[src/rtl/draw_arbiter.sv]
`default_nettype none
// ============================================================================
// Module  : draw_arbiter
// Brief   : Round-robin arbiter for four sprite requesters sharing one pixel
//           port; the winner's square sprite is rasterised row-major.
// Rev     : 1.0
// ============================================================================
module draw_arbiter #(
    parameter int SPRITE_SIZE = 8
) (
    input  logic        CLOCK_50,
    input  logic        Reset,
    input  logic [3:0]  Req,
    input  logic [31:0] BaseX,
    input  logic [27:0] BaseY,
    input  logic [11:0] Colour,
    output logic [3:0]  Grant,
    output logic [3:0]  Done,
    output logic [7:0]  VGA_X,
    output logic [6:0]  VGA_Y,
    output logic [2:0]  VGA_Colour,
    output logic        Plot,
    output logic        Busy
);

    localparam int              CW        = $clog2(SPRITE_SIZE);
    localparam logic [CW-1:0]   C_LAST    = CW'(SPRITE_SIZE - 1);
    localparam logic [8:0]      C_X_LIMIT = 9'd160;
    localparam logic [7:0]      C_Y_LIMIT = 8'd120;

    localparam logic [1:0] S_IDLE = 2'd0;
    localparam logic [1:0] S_DRAW = 2'd1;
    localparam logic [1:0] S_DONE = 2'd2;

    logic [1:0]    state_q, state_d;
    logic [1:0]    ptr_q,   ptr_d;
    logic [1:0]    gidx_q,  gidx_d;
    logic [3:0]    grant_q, grant_d;
    logic [3:0]    done_q,  done_d;
    logic [CW-1:0] cx_q,    cx_d;
    logic [CW-1:0] cy_q,    cy_d;
    logic [7:0]    bx_q,    bx_d;
    logic [6:0]    by_q,    by_d;
    logic [2:0]    col_q,   col_d;
    logic [7:0]    vx_q,    vx_d;
    logic [6:0]    vy_q,    vy_d;
    logic          plot_q,  plot_d;

    // ------------------------------------------------------------------
    // Round-robin selection: lowest offset from ptr wins
    // ------------------------------------------------------------------
    logic [1:0] sel_idx;
    logic       sel_valid;

    always_comb begin
        logic [1:0] cand;
        sel_idx   = ptr_q;
        sel_valid = 1'b0;
        cand      = ptr_q;
        for (int k = 3; k >= 0; k--) begin
            cand = ptr_q + 2'(k);
            if (Req[cand]) begin
                sel_idx   = cand;
                sel_valid = 1'b1;
            end
        end
    end

    logic [7:0] sel_x;
    logic [6:0] sel_y;
    logic [2:0] sel_col;

    always_comb begin
        sel_x   = BaseX[int'(sel_idx) * 8 +: 8];
        sel_y   = BaseY[int'(sel_idx) * 7 +: 7];
        sel_col = Colour[int'(sel_idx) * 3 +: 3];
    end

    // ------------------------------------------------------------------
    // Next pixel in row-major order and its unclipped screen position
    // ------------------------------------------------------------------
    logic          last_px;
    logic          row_end;
    logic [CW-1:0] nx_cx;
    logic [CW-1:0] nx_cy;
    logic [8:0]    sum_x;
    logic [7:0]    sum_y;
    logic          sel_in_bounds;

    always_comb begin
        row_end       = (cx_q == C_LAST);
        last_px       = row_end && (cy_q == C_LAST);
        nx_cx         = row_end ? '0 : cx_q + CW'(1);
        nx_cy         = row_end ? cy_q + CW'(1) : cy_q;
        sum_x         = {1'b0, bx_q} + 9'(nx_cx);
        sum_y         = {1'b0, by_q} + 8'(nx_cy);
        sel_in_bounds = ({1'b0, sel_x} < C_X_LIMIT) && ({1'b0, sel_y} < C_Y_LIMIT);
    end

    // ------------------------------------------------------------------
    // FSM: state register
    // ------------------------------------------------------------------
    always_ff @(posedge CLOCK_50) begin
        if (Reset) begin
            state_q <= S_IDLE;
        end else begin
            state_q <= state_d;
        end
    end

    // ------------------------------------------------------------------
    // FSM: next-state logic
    // ------------------------------------------------------------------
    always_comb begin
        state_d = state_q;
        case (state_q)
            S_IDLE:  if (sel_valid) state_d = S_DRAW;
            S_DRAW:  if (last_px)   state_d = S_DONE;
            S_DONE:  state_d = S_IDLE;
            default: state_d = S_IDLE;
        endcase
    end

    // ------------------------------------------------------------------
    // FSM: output / datapath next values (all outputs are registered)
    // ------------------------------------------------------------------
    always_comb begin
        grant_d = grant_q;
        done_d  = 4'b0000;
        ptr_d   = ptr_q;
        gidx_d  = gidx_q;
        cx_d    = cx_q;
        cy_d    = cy_q;
        bx_d    = bx_q;
        by_d    = by_q;
        col_d   = col_q;
        vx_d    = vx_q;
        vy_d    = vy_q;
        plot_d  = 1'b0;
        case (state_q)
            S_IDLE: begin
                if (sel_valid) begin
                    gidx_d  = sel_idx;
                    grant_d = 4'b0001 << sel_idx;
                    cx_d    = '0;
                    cy_d    = '0;
                    bx_d    = sel_x;
                    by_d    = sel_y;
                    col_d   = sel_col;
                    vx_d    = sel_x;
                    vy_d    = sel_y;
                    plot_d  = sel_in_bounds;
                end
            end
            S_DRAW: begin
                // Off-screen pixels still consume a cycle; only the strobe drops.
                if (!last_px) begin
                    cx_d   = nx_cx;
                    cy_d   = nx_cy;
                    vx_d   = sum_x[7:0];
                    vy_d   = sum_y[6:0];
                    plot_d = (sum_x < C_X_LIMIT) && (sum_y < C_Y_LIMIT);
                end
            end
            S_DONE: begin
                done_d  = grant_q;
                grant_d = 4'b0000;
                ptr_d   = gidx_q + 2'd1;
            end
            default: begin
                grant_d = 4'b0000;
            end
        endcase
    end

    always_ff @(posedge CLOCK_50) begin
        if (Reset) begin
            ptr_q   <= 2'd0;
            gidx_q  <= 2'd0;
            grant_q <= 4'b0000;
            done_q  <= 4'b0000;
            cx_q    <= '0;
            cy_q    <= '0;
            bx_q    <= 8'd0;
            by_q    <= 7'd0;
            col_q   <= 3'd0;
            vx_q    <= 8'd0;
            vy_q    <= 7'd0;
            plot_q  <= 1'b0;
        end else begin
            ptr_q   <= ptr_d;
            gidx_q  <= gidx_d;
            grant_q <= grant_d;
            done_q  <= done_d;
            cx_q    <= cx_d;
            cy_q    <= cy_d;
            bx_q    <= bx_d;
            by_q    <= by_d;
            col_q   <= col_d;
            vx_q    <= vx_d;
            vy_q    <= vy_d;
            plot_q  <= plot_d;
        end
    end

    // Latched colour only changes on a grant, so it doubles as the held output.
    assign Grant      = grant_q;
    assign Done       = done_q;
    assign VGA_X      = vx_q;
    assign VGA_Y      = vy_q;
    assign VGA_Colour = col_q;
    assign Plot       = plot_q;
    assign Busy       = (state_q == S_DRAW) || (state_q == S_DONE);

endmodule
`default_nettype wire

[config.mk]
export PLATFORM = sky130hd
export DESIGN_NAME = draw_arbiter
export DESIGN_NICKNAME = d
export VERILOG_FILES = /design/src/rtl/draw_arbiter.sv
export SDC_FILE = /design/constraint.sdc
export NUM_CORES = 1
export LEC_CHECK = 0
export ABC_AREA = 1
export BUFFER_PORTS_ARGS = -buffer_cell sky130_fd_sc_hd__buf_2
export CAP_MARGIN = 5
export CORE_ASPECT_RATIO = 0.75
export CORE_UTILIZATION = 52
export DETAILED_ROUTE_END_ITERATION = 8
export PLACE_DENSITY = 0.88
export SYNTH_ARGS = -nofsm -noshare
export SYNTH_HDL_FRONTEND = slang
export SYNTH_SLANG_ARGS = --single-unit
export TNS_END_PERCENT = 10
[constraint.sdc]
create_clock -name CLOCK_50 -period 2.9 [get_ports CLOCK_50]
set_input_delay 0.145 -clock CLOCK_50 [delete_from_list [all_inputs] [get_ports CLOCK_50]]
set_output_delay 0.145 -clock CLOCK_50 [all_outputs]
set_load 0.02 [all_outputs]
# ---- Word-level counts from Yosys, hierarchy flattened
# Index checks and enable logic that the tools add are counted.
dict set report word_totals {
  word_cells 92
  out_inout_bits 28
  input_bits 78
  register_bits 54
}
dict set report op_classes {
  bitwise 2
  magnitude_cmp 8
  n_eq_ne 7
  n_reduce_logical 11
  n_mul 2
  shifts 4
  addsub 8
  muxes 37
}
# op n
set ops {}
lappend ops {{variable part select 32 x 6 -> 8 bit} 1}
lappend ops {{variable part select 28 x 6 -> 7 bit} 1}
lappend ops {{2-to-1 mux 8 bit} 2}
lappend ops {{case mux 8 bit (2 select lines)} 1}
lappend ops {{2-to-1 mux 3 bit} 5}
lappend ops {{2-to-1 mux 7 bit} 2}
lappend ops {{case mux 7 bit (2 select lines)} 1}
lappend ops {{< comparator 2 x 3 -> 1 bit (second input constant)} 4}
lappend ops {{2-to-1 mux 2 bit} 6}
lappend ops {{case mux 3 bit (2 select lines)} 2}
lappend ops {{variable part select 12 x 5 -> 3 bit} 1}
lappend ops {{2-to-1 mux 1 bit} 10}
lappend ops {{adder 8 x 3 -> 9 bit} 1}
lappend ops {{< comparator 9 x 8 -> 1 bit (second input constant)} 1}
lappend ops {{adder 7 x 3 -> 8 bit} 1}
lappend ops {{binary-select mux 1 bit (select 2 bit)} 4}
lappend ops {{< comparator 8 x 7 -> 1 bit (second input constant)} 1}
lappend ops {{< comparator 8 bit (second input constant)} 1}
lappend ops {{case mux 4 bit (2 select lines)} 1}
lappend ops {{< comparator 7 bit (second input constant)} 1}
lappend ops {{adder 3 x 1 -> 3 bit (second input constant)} 2}
lappend ops {{== test 3 bit (second input constant)} 2}
lappend ops {{inequality test 2 bit (second input constant)} 3}
lappend ops {{AND reduction 2 bit} 3}
lappend ops {{other kinds (17)} 22}

# ---- Logic depth before layout (Yosys ltp)
# Gate-level depths: netlist (run 1).
dict set report logic_depth {
  ltp_word 13
  ltp_mapped 20
  mapped_depth_nobuf 18
}

# ---- Worst setup path after synthesis (run 1)
# No wires, ideal clock.
dict set report synth_timing {
  kind {flip-flop to flip-flop}
  start {register cx_q[0]}
  end {register plot_q, in the netlist Plot}
  arrival_time_ns 2.386
  t_required_ns 2.833
  slack_ns 0.447
  synth_period_minus_slack_ns 2.453
  n_path_buf 0
  setup_ns 0.067
  stages_incl_launch_ff 17
  cell_sequence {dfxtp_1 -> ha_1 -> nand2_1 -> inv_1 -> nor2_1 -> ha_1 -> inv_1 -> fa_1 -> nor2_1 -> o21ai_0 -> nor2_1 -> nand2_1 -> xor2_1 -> inv_1 -> o21ai_0 -> nand4_1 -> a21oi_2}
}
dict set report synth_via {
  elab_chain_len 7
  elab_cells_between_ends 12
  classes_between {add/sub (3); order compare (2); eq/ne (1); mux (4); reduce/logical (2)}
}
# element line
set synth_rtl {}
lappend synth_rtl {{start: declaration} 40} ;# logic [CW-1:0] cx_q, cx_d;
lappend synth_rtl {{start signal: assignment} 182} ;# cx_q <= '0;
lappend synth_rtl {{start signal: assignment} 195} ;# cx_q <= cx_d;
lappend synth_rtl {{adder 3 x 1 -> 3 bit / == test 3 bit (equally long branches)} {93, 91}}
lappend synth_rtl {{2-to-1 mux 3 bit (on tied branches)} {93, 94}}
lappend synth_rtl {{adder 8 x 3 -> 9 bit / adder 7 x 3 -> 8 bit (equally long branches)} {95, 96}}
lappend synth_rtl {{< comparator 9 x 8 -> 1 bit / < comparator 8 x 7 -> 1 bit (equally long branches)} 162} ;# plot_d = (sum_x < C_X_LIMIT) && (sum_y < C_Y_LIMIT);
lappend synth_rtl {{logical AND 1 bit} 162}
lappend synth_rtl {{2-to-1 mux 1 bit (*)} 157} ;# if (!last_px) begin
lappend synth_rtl {{case mux 1 bit (2 select lines) (*)} 140} ;# case (state_q)
lappend synth_rtl {{end signal: assignment} 202} ;# plot_q <= plot_d;
lappend synth_rtl {{end: declaration} 47} ;# logic plot_q, plot_d;
# Mark *: on every way between the ends. The rest lies on a longest branch, timed or not.
# A chain may end at the register's enable or synchronous reset.

# ---- Worst setup path after layout (run 1)
# Same ends and word-level chain as after synthesis.

==> results of run 1 <==
-- power groups by stage --
stage	Sequential (mW)	Clock [mW]	Combinational, mW
detailed placement	0.920	0	0.732
global route	0.918	0.548	0.838
floorplan	0.974	0	0.449
CTS	0.904	0.512	0.735
finish	0.907	0.509	0.749
global placement	0.915	0	0.706
-- flip-flops by register name, summed over array words and instances, names as in the netlist --
| register | flops |
|---|---|
| VGA_X | 8 |
| Grant | 4 |
| bx_q | 8 |
| gidx_q | 2 |
| Plot | 1 |
| VGA_Y | 7 |
| ptr_q | 2 |
| Done | 4 |
| cx_q | 3 |
| VGA_Colour | 3 |
| cy_q | 3 |
| by_q | 7 |
| state_q | 2 |
-- worst paths after layout --
kind | slack [ns] | startpoint | cells after the start | endpoint
max | 0.24 | cx_q[0] | 16 | Plot
min | 0.13 | Colour[10] | 3 | VGA_Colour[1]
max reg2reg | 0.24 | cx_q[0] | 16 | Plot
min reg2reg | 0.46 | Grant[0] | 2 | Done[0]
-- per-stage QoR --
step	instances	power [mW]	cell area, µm²	setup slack (ns)	hold slack [ns]
global route	685	2.30	4090	-0.000149	0.143
floorplan	509	1.42	3450	0.447	0.259
detailed placement	676	1.65	3950	0.121	0.450
global placement	676	1.62	3950	0.269	0.448
finish	685	2.16	4090	0.236	0.135
CTS	684	2.15	4060	0.103	0.135
-- worst max-delay path, stage by stage (launching register included) --
cell and delay (ns):
dfxtp_2 0.36, ha_1 0.20, nand2_1 0.11, inv_2 0.09, nor2_4 0.12, ha_1 0.18
inv_1 0.05, fa_1 0.39, nor2_2 0.14, o21ai_0 0.11, nor2_1 0.18, nand2_1 0.09
xor2_1 0.14, inv_1 0.07, o21ai_1 0.13, nand4_1 0.10, a21oi_2 0.15
-- repair_timing --
action,in CTS,in global routing
setup endpoints to repair,0,4
endpoints found under the hold margin,0,0
hold buffers,0,0
buffers inserted,0,1
gates resized for setup,0,9
-- per-layer routing --
| metal | up-vias | wire [µm] | part of all wire | global-route usage |
|---|---|---|---|---|
| met2 | 167 | 4390 | 0.47 | 0.489 |
| met1 | 1662 | 3860 | 0.42 | 0.354 |
| met4 | 0 | 276 | 0.030 | 0.101 |
| met3 | 31 | 764 | 0.082 | 0.0597 |
| li1 | 1847 | - | - | - |
| met5 | - | 0 | 0 | 0 |
-- Yosys cell counts (all sizes together) --
library cell and n:
ha 13, o211a 1, a22oi 13, a41oi 1
clkinv 1, o211ai 4, xor2 8, nand3 34
o21ai 40, inv 61, o32ai 2, nand4 6
nor2 46, dfxtp 54, nor3 2, fa 2
buf 16, nand2 143, or2 1, a31oi 3
o22ai 2, xnor2 2, a21oi 43, clkbuf 8
a211oi 3
-- cell type report --
class | instances | area (µm²) | share of cell area
clock buffer | 6 | 72.6 | 0.0177
clock inverter | 2 | 37.5 | 0.00917
timing repair buffer | 111 | 571 | 0.139
inverter | 62 | 238 | 0.0581
sequential | 54 | 1080 | 0.265
multi-input combinational | 369 | 1990 | 0.486
tap | 81 | 101 | 0.0248
-- cell usage in the layout (no fill, tap or decap), types with 2 or more instances in the layout --
cell type  count
o32ai_1        2
inv_2          9
a31oi_1        3
clkbuf_8       5
fa_1           2
nand3_1       27
o22ai_1        2
nand2_1      131
buf_4          6
nor2_4         4
nand3_2        7
xor2_1         8
a22oi_1       13
nor2_1        39
nand2_4        3
dfxtp_1       53
nor2_2         3
o21ai_0       31
buf_2        105
ha_1          13
a21oi_1       42
nand4_1        6
o21ai_1        9
o211ai_1       4
nand2_2        9
a211oi_1       3
xnor2_1        2
inv_1         51
-- kinds of logic after synthesis --
family,synth area share
buf+inv,0.115
compound gates,0.185
xor+xnor,0.0254
simple gates,0.302
flops,0.313
fa+ha+maj,0.0588
==> results.cfg, run 1 <==
[yosys]
syn_nets = 602
synth_seq_area_share = 0.313
synth_area_mm2 = 0.00345
synth_area_leaders = dfxtp_1 (31%), nand2_1 (14%), a21oi_1 (6.1%), inv_1 (5.7%), o21ai_0 (4.8%)
ys_types = 38
synth_top_area_share = 0.313
syn-instance-count = 509
avgSynthCellArea_um2 = 6.77
netlist.top_cell.by_area = dfxtp_1
synth-seq-cells = 54
yosysWarnings = 0

[setup_path]
worstPathRequired_ns = 3.14
endpoint_kind = flip-flop
start_kind = flip-flop
critPathMaxFanout = 7
crit_type = reg -> reg
cp.arrival_ns = 2.91

[pwr]
p_int_mw = 1.36
power_frac_clock = 0.235
p_leak_nw = 2.15
seq_power_share = 0.419
p_switching_mw = 0.802
powerDensity_mw_per_mm2 = 529
ir_drop_uv = 255
swShare = 0.370
p_comb_frac = 0.346

[place]
dp.final_hpwl_um = 7150
place_congestion = 0.892
numPortBuffers = 105

[clock_tree]
clk_latency_ns = 0.31
cts_buffers = 5
clkTransAtPathRegs_ns = 0.10
cts_tree = done
clk_path_buf_depth = 2
clkSinkCount = 54
cts_root_buffer = clkbuf_8
cts_max_level = 2

[grt]
grt_max_degree = 29
grt_first_pass_wirelength_um = 15600
grt_use_total = 0.286
grt_pass1_vias = 3550
antenna_found_initial = 0
grt.overflow.total = 0

[timing]
slew_violations = 0
tns_ns = 0
fin_crit_sh = 0.919
fmax_ghz = 0.375
setup_viol = 0
finalHoldViolCount = 0
min_period_ns = 2.66
relSlewSlack = 0.513
timing_worst_slew_pin_value_ns = 0.730
clock_skew_ns = 0.00694

[hold_path]
hold_path.class = in -> reg

[die]
rows = 25
dieWidth_um = 96.0
die_y_um = 72.5
dieArea_mm2 = 0.00696
io_pins = 106
start_util = 0.543
coreArea_mm2 = 0.00635

[route]
drt-initial-drc-count = 263
num_vias = 3707
finalWirelength_um = 9290
post_drt_wl_per_cell_um = 13.6
viasPerCell = 5.41
firstDrtPassIters = 5
drc = 0
postRouteAntennaNets = 0

[finish]
area_growth_pct = 18.7
post-route-util = 0.644
finalNetCount = 696
drive_gt1_frac = 0.262
fillCellCount = 536
antenna_cells = 0

[flow_run]
max-cap-violations = 0

[outcome]
status = completed
(Power assumes the default switching activity.)
==> run 2, diff against run 1 <==
CORE_UTILIZATION = 47   (was 52)
PLACE_DENSITY = 0.84   (was 0.88)
clock period = 2.4 ns   (was 2.9 ns; I/O delays follow)
==> run 2 against run 1 <==
The run now ends with negative setup slack left; clock power up 11%; routed wire length increased by 8.6%; utilization is 1.2 points lower; register-to-register slack worse by 0.26 ns; highest routed layer unchanged; worst setup slack worse by 0.26 ns.
==> results.cfg, run 2 (synthesis gave the netlist of run 1 again) <==
[finish]
drive_gt1_frac = 0.338
multi_input_area_mm2 = 0.00212
regArea_mm2 = 0.00109
final_common_cell = nand2_1
fillCellCount = 628
area_growth_pct = 27.6
finalNetCount = 716
final_cell_mix = nand2_1 (127), buf_2 (105), dfxtp_1 (50)
antenna_cells = 0

[place]
place_congestion = 0.862
place_ws_ns = -0.186
numPortBuffers = 105
dp.final_hpwl_um = 7260

[grt]
grt.overflow.total = 0
grt_pass1_vias = 3758
grt_first_pass_wirelength_um = 16600
grt_use_total = 0.265
grt_max_degree = 30
antenna_found_initial = 0

[die]
io_pins = 106
dieArea_mm2 = 0.00769
rows = 26
coreArea_mm2 = 0.00696
start_util = 0.495
dieWidth_um = 101
die_y_um = 76.2

[route]
num_vias = 3882
post_drt_wl_per_cell_um = 14.0
postRouteAntennaNets = 0
finalWirelength_um = 10100
viasPerCell = 5.38
drc = 0
firstDrtPassIters = 6
drt-initial-drc-count = 286

[clock_tree]
cts_root_buffer = clkbuf_8
holdBufCountCts = 0
clk_path_buf_depth = 2
cts_tree = done
clkSinkCount = 54
clkTransAtPathRegs_ns = 0.11
clk_latency_ns = 0.32
cts_buffers = 5
cts_max_level = 2

[pwr]
p_switching_mw = 1.04
p_int_mw = 1.62
seq_power_share = 0.413
p_leak_nw = 2.28
swShare = 0.389
power_frac_clock = 0.212
powerDensity_mw_per_mm2 = 604
p_comb_frac = 0.374
ir_drop_uv = 353

[timing]
finalHoldViolCount = 0
setup_ws_ns = -0.0237
clock_skew_ns = 0.0205
fin_crit_sh = 1.01
tns_ns = -0.0237
setup_viol = 1
min_period_ns = 2.42
relSlewSlack = 0.669
timing_worst_slew_pin_value_ns = 0.496
slew_violations = 0
fmax_ghz = 0.413
rsz0062_at_grt = yes

[setup_path]
crit_type = reg -> reg
critPathMaxFanout = 5
r2r_cells = 16
worstPathRequired_ns = 2.66
cp.arrival_ns = 2.69
start_kind = flip-flop
endpoint_kind = flip-flop
r2r-start = cx_q[0]
worstSetupStartpoint = cx_q[0]

[outcome]
violations = negative setup slack
status = finished with violations

[hold_path]
worstHoldPathCells = 3
min-delay-start = Colour[7]
hold_path.class = in -> reg

[flow_run]
max-cap-violations = 0
[run 2: cell types whose count changed in the layout (fill, tap and decap cells not counted), sizes merged]
cell	before	now
clkbuf	6	7
bufinv	1	0
clkinvlp	1	0
inv	61	62
buf	111	131
[run 2: power by group through the flow]
stage	clock network, mW	registers [mW]	logic [mW]
2_1_floorplan	0	1.18	0.544
3_3_place_gp	0	1.10	0.894
3_5_place_dp	0	1.11	0.920
4_1_cts	0.558	1.09	0.949
5_1_grt	0.585	1.11	1.11
6_report	0.565	1.10	0.996
[run 2: final cells by class]
cell class / instances / share of cell area
Multi-Input combinational cell: 369 / 0.482
Sequential cell: 54 / 0.247
Timing Repair Buffer: 131 / 0.167
Inverter: 62 / 0.0546
Tap cell: 98 / 0.0279
Clock buffer: 7 / 0.0196
Clock inverter: 1 / 0.00199
[run 2: per-stage QoR]
stage / utilization / total power [mW] / cells / area, µm² / hold slack [ns]
2_1_floorplan: - / 1.72 / 509 / 3460 / 0.234
3_3_place_gp: 0.591 / 2.00 / 709 / 4110 / 0.422
3_5_place_dp: 0.591 / 2.03 / 709 / 4110 / 0.433
4_1_cts: 0.619 / 2.60 / 721 / 4310 / 0.0959
5_1_grt: 0.632 / 2.80 / 722 / 4400 / 0.109
6_report: 0.632 / 2.66 / 722 / 4400 / 0.0847
[run 2: routing by layer]
metal,global-route usage,vias up,share of wire
met5,0,-,0
met4,0.0812,0,0.022
met3,0.0486,31,0.072
met2,0.464,176,0.48
met1,0.329,1797,0.42
li1,-,1878,-
[run 2: critical path, cell delays in order, from the launching register on]
cell and delay (ns):
dfxtp_2 0.34, ha_2 0.17, nand2_2 0.10, inv_4 0.07, nor2_4 0.12, ha_4 0.16
inv_2 0.04, fa_2 0.37, nor2_4 0.11, o21ai_2 0.08, nor2_2 0.13, nand2_1 0.07
xor2_1 0.15, inv_1 0.08, o21ai_2 0.10, nand4_1 0.12, a21oi_2 0.14
[run 2: repair_timing]
action	in CTS	in global routing
gates resized for setup	19	24
buffers inserted	5	1
endpoints found under the setup margin	2	27
pin swaps	12	16
[run 2: worst paths after layout]
path,end,slack [ns]
setup / recovery,Plot,-0.02
hold / removal,VGA_Colour[1],0.08
setup reg to reg,Plot,-0.02
hold reg to reg,Done[1],0.47
